File: src/rtl/pwm_pkg.sv
// Shared PWM definitions: the capture FSM state type and the default
// measurement width, also used by the PWM generator.
package pwm_pkg;

   localparam int PWM_BITS_DEFAULT = 16;

   typedef enum logic [1:0] {
      WAIT_RISE = 2'd0,
      HIGH      = 2'd1,
      LOW       = 2'd2
   } pwm_state_e;

endpackage

File: src/rtl/pwm_sync_filter.sv
// Brings an asynchronous level into the clk domain through SYNC_STAGES flops.
// When PWM_CAPTURE_FILTER_EN is defined, a change is passed on only after
// the synchronized level has been stable for FILTER_LEN cycles.
module pwm_sync_filter
#(
   parameter int SYNC_STAGES = 2,
   parameter int FILTER_LEN  = 4
) (
   input  logic clk,
   input  logic rst,
   input  logic raw,
   output logic clean
);

   if (SYNC_STAGES < 2 || SYNC_STAGES > 4 || FILTER_LEN < 1) begin : gBadParams
      $error("pwm_sync_filter: SYNC_STAGES must be 2..4 and FILTER_LEN at least 1");
   end

   logic [SYNC_STAGES-1:0] sync_q;
   logic                   syncOut;

   always_ff @(posedge clk) begin
      if (rst) begin
         sync_q <= '0;
      end else begin
         sync_q <= {sync_q[SYNC_STAGES-2:0], raw};
      end
   end

   assign syncOut = sync_q[SYNC_STAGES-1];

`ifdef PWM_CAPTURE_FILTER_EN
   localparam int RunW = ($clog2(FILTER_LEN) > 0) ? $clog2(FILTER_LEN) : 1;

   logic [RunW-1:0] runCnt_q, runCnt_d;
   logic            clean_q, clean_d;

   // runCnt counts consecutive cycles the synchronized level has disagreed
   // with the accepted level; any agreement restarts the count.
   always_comb begin
      runCnt_d = '0;
      clean_d  = clean_q;
      if (syncOut != clean_q) begin
         if (runCnt_q == RunW'(FILTER_LEN - 1)) begin
            clean_d = syncOut;
         end else begin
            runCnt_d = runCnt_q + 1'b1;
         end
      end
   end

   always_ff @(posedge clk) begin
      if (rst) begin
         runCnt_q <= '0;
         clean_q  <= 1'b0;
      end else begin
         runCnt_q <= runCnt_d;
         clean_q  <= clean_d;
      end
   end

   assign clean = clean_q;
`else
   assign clean = syncOut;
`endif

endmodule

File: src/rtl/pwm_capture.sv
// Measures period and high time of an asynchronous PWM input in clk cycles.
// Define PWM_CAPTURE_FILTER_EN to insert the glitch filter before edge detection.
module pwm_capture
   import pwm_pkg::*;
#(
   parameter int PWM_BITS    = PWM_BITS_DEFAULT,
   parameter int SYNC_STAGES = 2,
   parameter int FILTER_LEN  = 4
) (
   input  logic                clk,
   input  logic                rst,
   input  logic                pwm_in,
   output logic [PWM_BITS-1:0] period,
   output logic [PWM_BITS-1:0] high_time,
   output logic                valid,
   output logic                stuck
);

   localparam logic [PWM_BITS-1:0] CntMax = '1;
   localparam logic [PWM_BITS-1:0] CntOne = PWM_BITS'(1);

   logic                pwmC, pwmCDly_q;
   logic                rise, fall, timeout;
   pwm_state_e          state_q, state_d;
   logic [PWM_BITS-1:0] cnt_q, cnt_d, hcnt_q, hcnt_d;
   logic [PWM_BITS-1:0] period_q, period_d, highTime_q, highTime_d;
   logic                valid_q, valid_d, stuck_q, stuck_d;

   pwm_sync_filter #(
      .SYNC_STAGES(SYNC_STAGES),
      .FILTER_LEN (FILTER_LEN)
   ) uSyncFilter (
      .clk  (clk),
      .rst  (rst),
      .raw  (pwm_in),
      .clean(pwmC)
   );

   assign rise = pwmC & ~pwmCDly_q;
   assign fall = ~pwmC & pwmCDly_q;
   // A rise on the saturation cycle is a legal full-length period, so it masks the timeout.
   assign timeout = (cnt_q == CntMax) & ~rise & ~stuck_q;

   always_ff @(posedge clk) begin
      if (rst) begin
         state_q <= WAIT_RISE;
      end else begin
         state_q <= state_d;
      end
   end

   always_comb begin
      state_d = state_q;
      if (rise) begin
         state_d = HIGH;
      end else if (timeout) begin
         state_d = WAIT_RISE;
      end else if (state_q == HIGH && fall) begin
         state_d = LOW;
      end
   end

   // Counters saturate instead of wrapping; only a rise in LOW closes a full period.
   always_comb begin
      cnt_d      = (cnt_q == CntMax) ? cnt_q : cnt_q + 1'b1;
      hcnt_d     = hcnt_q;
      period_d   = period_q;
      highTime_d = highTime_q;
      valid_d    = 1'b0;
      stuck_d    = stuck_q;
      if (state_q == HIGH && !fall && hcnt_q != CntMax) begin
         hcnt_d = hcnt_q + 1'b1;
      end
      if (rise) begin
         cnt_d   = CntOne;
         hcnt_d  = CntOne;
         stuck_d = 1'b0;
         if (state_q == LOW) begin
            period_d   = cnt_q;
            highTime_d = hcnt_q;
            valid_d    = 1'b1;
         end
      end else if (timeout) begin
         stuck_d    = 1'b1;
         period_d   = '0;
         highTime_d = pwmC ? CntMax : '0;
         valid_d    = 1'b1;
      end
   end

   always_ff @(posedge clk) begin
      if (rst) begin
         pwmCDly_q  <= 1'b0;
         cnt_q      <= '0;
         hcnt_q     <= '0;
         period_q   <= '0;
         highTime_q <= '0;
         valid_q    <= 1'b0;
         stuck_q    <= 1'b0;
      end else begin
         pwmCDly_q  <= pwmC;
         cnt_q      <= cnt_d;
         hcnt_q     <= hcnt_d;
         period_q   <= period_d;
         highTime_q <= highTime_d;
         valid_q    <= valid_d;
         stuck_q    <= stuck_d;
      end
   end

   assign period    = period_q;
   assign high_time = highTime_q;
   assign valid     = valid_q;
   assign stuck     = stuck_q;

endmodule

File: config.mk
export PLATFORM = sky130hd
export DESIGN_NAME = pwm_capture
export DESIGN_NICKNAME = d
export VERILOG_FILES = /design/src/rtl/pwm_pkg.sv /design/src/rtl/pwm_sync_filter.sv /design/src/rtl/pwm_capture.sv
export SDC_FILE = /design/constraint.sdc
export NUM_CORES = 1
export LEC_CHECK = 0
export CORE_AREA = 4 4 92 94
export DETAILED_ROUTE_END_ITERATION = 16
export DIE_AREA = 0 0 96 98
export MAX_ROUTING_LAYER = met4
export PLACE_DENSITY = 0.61
export RECOVER_POWER = 50
export SLEW_MARGIN = 30
export SYNTH_ARGS = -nofsm -noshare
export SYNTH_HDL_FRONTEND = slang
export SYNTH_SLANG_ARGS = --single-unit
File: constraint.sdc
create_clock -name clk -period 2.7 [get_ports clk]
set_clock_uncertainty 0.05 [all_clocks]
set_input_delay 0.54 -clock clk [delete_from_list [all_inputs] [get_ports clk]]
set_output_delay 0.54 -clock clk [all_outputs]
set_load 0.05 [all_outputs]
# Word-level counts from Yosys, hierarchy flattened
# Index checks and enable logic that the tools add are counted.
# totals
output_inout_bits	34
input_bits	3
word_cells	55
register_bits	71
# classes
n_reduce_logical	10
eq_ne	6
n_bitwise	8
add_sub_neg	2
mux	17
# op_table
operator	n
$mux 16	7
$add 16x1->16 const B	2
$eq 16x16->1 const B	1
$ne 16x16->1 const B	1
$mux 1	10
$and 1x1->1	4
$not 1->1	4
$reduce_bool 2->1	2
$logic_and 1x1->1	3
$reduce_bool 3->1	1
$reduce_or 3->1	1
$eq 2x1->1 const B	1
$eq 2x2->1 const B	1
$ne 2x1->1 const B	1
$ne 2x2->1 const B	1
$reduce_and 2->1	1
$reduce_or 2->1	1
$logic_not 1->1	1

# Logic depth before layout (Yosys ltp)
# Gate-level depths: netlist of run 1.
# depth
word_depth	7
mapped_depth	8

# By module
# From an unflattened synthesis of run 1, not the netlist that was laid out.
# hier_totals
cells_unflattened	330
hier_area_um2	3108.0
# by_module_without_submodules
module	area_each_um2	n_inst	seq_area_each_um2	cells_each
pwm_capture	3055.4	1	1381.3	326
pwm_sync_filter	52.6	1	40.0	4

# Least setup slack after synthesis of run 1
# No wires, ideal clock.
# synth_path
kind	register to register
from	reg cnt_q[0]
to	reg highTime_q[10] (netlist: high_time[10])
period_less_slack_ns	2.009
n_path_buf	2
path_stages_with_launch	9
path_slack_ns	0.691
t_arrival_ns	1.831
cell_sequence	dfxtp_1 -> ha_1 -> nand4_4 -> or3_1 -> o21ai_2 -> buf_6 -> buf_8 -> mux2i_1 -> nor2_1
# synth_via
elab_chain_len	5
# synth_rtl
item	line_no	text
start: declaration	pwm_capture.sv:25	logic [PWM_BITS-1:0] cnt_q, cnt_d, hcnt_q, hcnt_d;
start signal: assignment	pwm_capture.sv:102	cnt_q <= cnt_d;
$eq 16x16->1	pwm_capture.sv:42	assign timeout = (cnt_q == CntMax) & ~rise & ~stuck_q;
$and 1x1->1 (2 in a row)	pwm_capture.sv:42	
$reduce_bool 2->1 (no source line)	--	
$reduce_and 2->1 (no source line)	--	
end signal: assignment	pwm_capture.sv:105	highTime_q <= highTime_d;
end: declaration	pwm_capture.sv:26	logic [PWM_BITS-1:0] period_q, period_d, highTime_q, highTime_d;
# No other way between the ends.
# A chain may end at the register's enable or synchronous reset.

# Final worst setup path of run 1
# layout_path
from	reg cnt_q[0]
to	reg highTime_q[6] (netlist: high_time[6])
# Same word-level chain as after synthesis.

==> run summary, run 1 <==
Status: completed
CP Data Arrival Time: 2.41 ns
Mean Syn Cell Area: 9.05 um2
Num CTS Buffers: 9
CP Max Fanout: 17
Die area: 9410 um2
HPWL Detailed: 4330 um
Post-CTS setup buffer count: 0
Root Buffer: clkbuf_8
CTS hold repair buffers: 0
Prevailing post-synth register cell: dfxtp_1
Min Hold Slack: 0.405 ns
Final RePlAce weighted congestion: 0.820
RSZ-0062 raised after global routing: no
VDD IR max: 0.000318 V
First-pass iteration count of the detailed router: 4
Post-DRT Antenna Nets: 0
Commonest non-fill, non-tap cell in the layout: nor2_1
Final setup vio count: 0
Unique cell type count in the Yosys netlist: 48
Post-Synth Adder-Cell Area: 0.835%
H-tree Lvls: 3
Setup crit end kind: flip-flop
Worst path required time: 2.85 ns
Bufs on Longest Clock Path: 2
Vias post-DR: 2430
Post-Synth XOR/XNOR Area: 6.14%
Largest family of logic cells by synthesized area: simple AND/OR/NAND/NOR gates
FP Rows: 32
Tmin final: 2.26 ns
Die Wd: 96 um
N_diodes: 0
Layout cell share with drive strength beyond 1: 7.24%
Sequential-to-total area share from yosys stat: 47.5%
Hold WC Path Type: reg2reg
CP max stage delay: 0.41 ns
Crit-path cells: ha_1 -> nand4_4 -> or3_1 -> o21ai_2 -> buf_4 -> mux2i_1 -> nor2_1
Fin. Hold Viols: 0
DRT Wirelength: 6360 um
Warnings from Yosys: 0
Power Dens Cells: 587 nW/um2
PostCTS Resize Cnt: 0
R2r setup slk: 0.44 ns
Clk Latency, worst-skew pair: 0.35 ns
Crit share post-route: 83.7%
I/O Buffers: 36
Most frequent cells in the layout: nor2_1 (76), dfxtp_1 (71), clkdlybuf4s50_1 (19)
Compound-cell area share of the yosys netlist: 11.5%
Depth of the worst hold-timing path: 1
Area Growth Syn to Fin: 22.8%
Post-synthesis mux area share: 5.68%
Final Non-Filler Cells: 475
1st-iter DRT viols: 70
Reg2reg path depth: 7
Kind of critical path: reg2reg
Max-slew violations: 0
Hold path startpoint: uSyncFilter.sync_q[0]$_SDFF_PP0_
Power, Total: 2.16 mW
Mapped Nets: 336
Leak: 1.28 nW
Worst-Margin Slew: 0.912 ns
Starting density of the core: 39.2%
Clock slew at reported path FFs: 0.08 ns
Reg2Reg Capture Point: high_time[6]$_SDFFE_PP0P_
CP max-delay cell: dfxtp_1
Gr ovfl total: 0
Number of synthesized register bits: 71
Wire per inst: 13.4 um
Clock Sinks: 71
Peak Freq: 442 MHz
Total Routing Usage GR: 14.9%
Synth Area in Simple Gates: 25.0%
RR Startpoint: cnt_q[0]$_SDFFE_PP0P_
# DRC: 0
Post-synthesis instance total: 331
Chip Height: 98 um
Largest net degree at the start of global routing: 29
Hold Path Sink: uSyncFilter.sync_q[1]$_SDFF_PP0_
Number of synthesized flops with an enable pin: 0
Area of the core: 7650 um2
CTS tree: built
Critical path startpoint category: flip-flop
Setup total negative slack: 0 ns
Inst Count DP: 459
Vias per cell: 5.12
Fin nets: 373
Synth Cell Area: 3000 um2
I/O pin total: 37
Slew headroom: 38.9%
Ys async rst share: 0%
First-pass GRT wire length: 10800 um
Vias in the first global route: 2318
Antenna violations before repair: 0
Max_cap viols: 0
state kept, by name, indices dropped and copies added, names as in the netlist:
register / flops
state_q: 2
high_time: 16
cnt_q: 16
stuck: 1
period: 16
hcnt_q: 16
valid: 1
pwmCDly_q: 1
uSyncFilter.sync_q: 2
final cells by class:
class / count / area, um2
clock inverters: 7 / 120
fillers: 745 / 3970
repair buffers: 43 / 399
inverters: 3 / 11.3
multi-input cells: 240 / 1470
well taps: 102 / 128
flip-flops and latches: 71 / 1420
clock buffers: 9 / 124
how the worst max path moves through the flow:
| stage | slack [ns] | end | cells past startpoint | startpoint |
|---|---|---|---|---|
| after global routing | 0.29 | high_time[1]$_SDFFE_PP0P_ | 7 | cnt_q[0]$_SDFFE_PP0P_ |
| after CTS | 0.44 | high_time[6]$_SDFFE_PP0P_ | 7 | cnt_q[0]$_SDFFE_PP0P_ |
| after global placement | 0.49 | high_time[8]$_SDFFE_PP0P_ | 7 | cnt_q[0]$_SDFFE_PP0P_ |
| after detailed placement | 0.46 | high_time[2]$_SDFFE_PP0P_ | 7 | cnt_q[0]$_SDFFE_PP0P_ |
| final | 0.44 | high_time[6]$_SDFFE_PP0P_ | 7 | cnt_q[0]$_SDFFE_PP0P_ |
| after floorplan | 0.69 | high_time[10]$_SDFFE_PP0P_ | 8 | cnt_q[0]$_SDFFE_PP0P_ |
metrics by stage:
step | util, % | worst slack [ns] | area (um2)
2_1_floorplan | - | 0.691 | 3000
3_3_place_gp | 45.1 | 0.494 | 3450
3_5_place_dp | 45.1 | 0.459 | 3450
4_1_cts | 48.3 | 0.437 | 3690
5_1_grt | 48.1 | 0.286 | 3680
6_report | 48.1 | 0.439 | 3680
synthesized netlist by cell type (3+ instances only):
| library cell | instances | area share, % |
|---|---|---|
| nand3_1 | 10 | 1.7 |
| dfxtp_1 | 71 | 47 |
| a21oi_1 | 6 | 1.0 |
| xor2_1 | 7 | 2.0 |
| a22o_1 | 16 | 4.7 |
| nand4_1 | 9 | 1.9 |
| mux2i_1 | 17 | 5.7 |
| xnor2_1 | 14 | 4.1 |
| nor3_1 | 12 | 2.0 |
| and4_1 | 3 | 0.88 |
| nor2_1 | 76 | 9.5 |
| buf_2 | 5 | 0.84 |
| nand2_1 | 15 | 1.9 |
| and3_1 | 6 | 1.3 |
| clkbuf_1 | 8 | 1.0 |
| or3_1 | 4 | 0.84 |
| nor4_1 | 6 | 1.3 |
| a31oi_1 | 4 | 0.84 |
worst max-delay path, delay by kind of cell, from the launching register on:
family | cells | cell delay, ns
AND/OR/NAND/NOR | 3 | 0.61
adder cells (fa/ha/maj) | 1 | 0.37
multiplexers | 1 | 0.23
flip-flops | 1 | 0.41
AO/OA/AOI/OAI | 1 | 0.12
buffers and inverters | 1 | 0.31
cell families after synthesis:
family | Yosys count
AOI/OAI and AO/OA | 45
and+or+nand+nor | 155
buffers and inverters | 20
adders and majority gates | 2
DFF | 71
xor gates and xnor gates | 21
muxes | 17
layer usage:
layer | up-vias | GRT usage (%) | wire length, um | part of all wire, %
met5 | - | - | 0 | 0
met4 | 0 | 5.80 | 140 | 2.2
met3 | 14 | 5.16 | 280 | 4.4
met2 | 62 | 23.2 | 3030 | 48
met1 | 1106 | 17.3 | 2910 | 46
li1 | 1248 | - | - | -
power breakdown:
group	internal (mW)	switching [mW]	leakage [nW]
Sequential	1.05	0.0107	0.573
Combinational	0.0201	0.0422	0.583
Clock	0.617	0.416	0.120
Power figures use the tool's default switching activity.
==> run 2: changes to the inputs <==
PLACE_DENSITY = 0.63   (was 0.61)
clock period = 1.8 ns   (was 2.7 ns; I/O delays follow)
==> run 2 against run 1 <==
Effect of this change: global-route usage rose by 1.6 points; final cell count rose by 9.7%; via count rose by 8.1%; count of clock-buffer cells in the layout did not move; worst hold slack got worse by 0.0099 ns; die area did not move; critical endpoint is now hcnt_q[14]$_SDFFE_PP0P_; largest power group is now the clock network.
==> run summary, run 2 (synthesized netlist as in run 1, its figures left out) <==
Die area: 9410 um2 (unchanged)
Hold WC Path Type: reg2reg (unchanged)
CP Max Fanout: 5 (was 17)
Area of the core: 7650 um2 (unchanged)
I/O Buffers: 36 (unchanged)
Crit share post-route: 97.1% (was 83.7%)
Most frequent cells in the layout: nor2_1 (76), dfxtp_1 (64), buf_4 (46) (was nor2_1 (76), dfxtp_1 (71), clkdlybuf4s50_1 (19))
Min Hold Slack: 0.395 ns (was 0.405 ns)
HPWL Detailed: 4840 um (was 4330 um)
Fin nets: 419 (was 373)
CTS tree: built (unchanged)
Vias in the first global route: 2608 (was 2318)
Largest net degree at the start of global routing: 22 (was 29)
Final RePlAce weighted congestion: 0.831 (was 0.820)
DRT Wirelength: 7130 um (was 6360 um)
I/O pin total: 37 (unchanged)
Gr ovfl total: 0 (unchanged)
Chip Height: 98 um (unchanged)
Wire per inst: 13.7 um (was 13.4 um)
Total Routing Usage GR: 16.4% (was 14.9%)
Layout cell share with drive strength beyond 1: 22.2% (was 7.24%)
Status: completed (unchanged)
Kind of critical path: reg2reg (unchanged)
Tmin final: 1.75 ns (was 2.26 ns)
VDD IR max: 0.000717 V (was 0.000318 V)
1st-iter DRT viols: 82 (was 70)
CP Data Arrival Time: 1.91 ns (was 2.41 ns)
Worst path required time: 1.97 ns (was 2.85 ns)
Final Non-Filler Cells: 521 (was 475)
GR peak layer: met2 (unchanged)
First-pass GRT wire length: 12000 um (was 10800 um)
Slew headroom: 59.3% (was 38.9%)
Inst Count DP: 498 (was 459)
Num CTS Buffers: 9 (unchanged)
Die Wd: 96 um (unchanged)
First-pass iteration count of the detailed router: 4 (unchanged)
Vias per cell: 5.04 (was 5.12)
Clock slew at reported path FFs: 0.07 ns (was 0.08 ns)
Final setup vio count: 0 (unchanged)
N_diodes: 0 (unchanged)
Worst-Margin Slew: 0.608 ns (was 0.912 ns)
Commonest non-fill, non-tap cell in the layout: nor2_1 (unchanged)
Peak Freq: 572 MHz (was 442 MHz)
Post-DRT Antenna Nets: 0 (unchanged)
Power, Total: 3.37 mW (was 2.16 mW)
Core Util, Final: 52.0% (was 48.1%)
Clk Latency, worst-skew pair: 0.34 ns (was 0.35 ns)
Root Buffer: clkbuf_8 (unchanged)
RSZ-0062 raised after global routing: yes (was no)
Max_cap viols: 0 (unchanged)
Setup crit end kind: flip-flop (unchanged)
Met3 Track Usage GR: 4.08% (was 5.16%)
Vias post-DR: 2628 (was 2430)
H-tree Lvls: 3 (unchanged)
Power Dens Cells: 848 nW/um2 (was 587 nW/um2)
Clock Sinks: 71 (unchanged)
Bufs on Longest Clock Path: 2 (unchanged)
Antenna violations before repair: 0 (unchanged)
Max-slew violations: 0 (unchanged)
Leak: 1.44 nW (was 1.28 nW)
Met2 usage: 27.1% (was 23.2%)
Met1 usage: 19.1% (was 17.3%)
Area Growth Syn to Fin: 32.9% (was 22.8%)
# DRC: 0 (unchanged)
Fin. Hold Viols: 0 (unchanged)
Starting density of the core: 39.2% (unchanged)
FP Rows: 32 (unchanged)
Critical path startpoint category: flip-flop (unchanged)
-- run 2: timing repair --
action	in CTS	in global routing
pin swaps	3	7
cloned	1	0
hold buffers	0	0
resized for setup	3	18
setup buffers	3	5
setup endpoints to repair	32	43
-- run 2: power by group --
part | switching, mW | total, mW | internal (mW)
combinational | 0.0799 | 0.141 | 0.0616
sequential | 0.0102 | 1.59 | 1.58
clock | 0.588 | 1.64 | 1.05
-- run 2: path summary, 6_finish.rpt --
check / startpoint / depth (start not counted) / to / slack, ns
worst max register to register: hcnt_q[10]$_SDFFE_PP0P_ / 5 / hcnt_q[14]$_SDFFE_PP0P_ / 0.05
worst min register to register: uSyncFilter.sync_q[0]$_SDFF_PP0_ / 1 / uSyncFilter.sync_q[1]$_SDFF_PP0_ / 0.39
worst min-delay path: uSyncFilter.sync_q[0]$_SDFF_PP0_ / 1 / uSyncFilter.sync_q[1]$_SDFF_PP0_ / 0.39
worst max-delay path: hcnt_q[10]$_SDFFE_PP0P_ / 5 / hcnt_q[14]$_SDFFE_PP0P_ / 0.05
-- run 2: metal layers --
layer | wire length (um) | share of wire (%)
met1 | 3220 | 45
met2 | 3570 | 50
met3 | 262 | 3.7
met4 | 82 | 1.1
met5 | 0 | 0
-- run 2: critical path: stages, from the launching register on --
cell      delay (ns)
dfxtp_1         0.32
nand4_1         0.22
nor2_1          0.10
or4_4           0.58
o311ai_4        0.25
o41ai_2         0.11
-- run 2: through the flow --
step                setup TNS (ns)  area (um2)  worst slack, ns
CTS                         -0.739        4040          -0.0452
floorplan                   -0.256        3020          -0.0285
global route                -0.234        3980          -0.0419
detailed placement           -3.01        3720           -0.197
global placement             -2.10        3720           -0.132
finish                           0        3980           0.0530
-- run 2: final cells by class --
cell class                      instances  area (um2)
Clock inverter                          7         135
Multi-Input combinational cell        240        1570
Fill cell                             735        3670
Tap cell                              102         128
Inverter                                3        11.3
Timing Repair Buffer                   89         582
Sequential cell                        71        1440
Clock buffer                            9         124
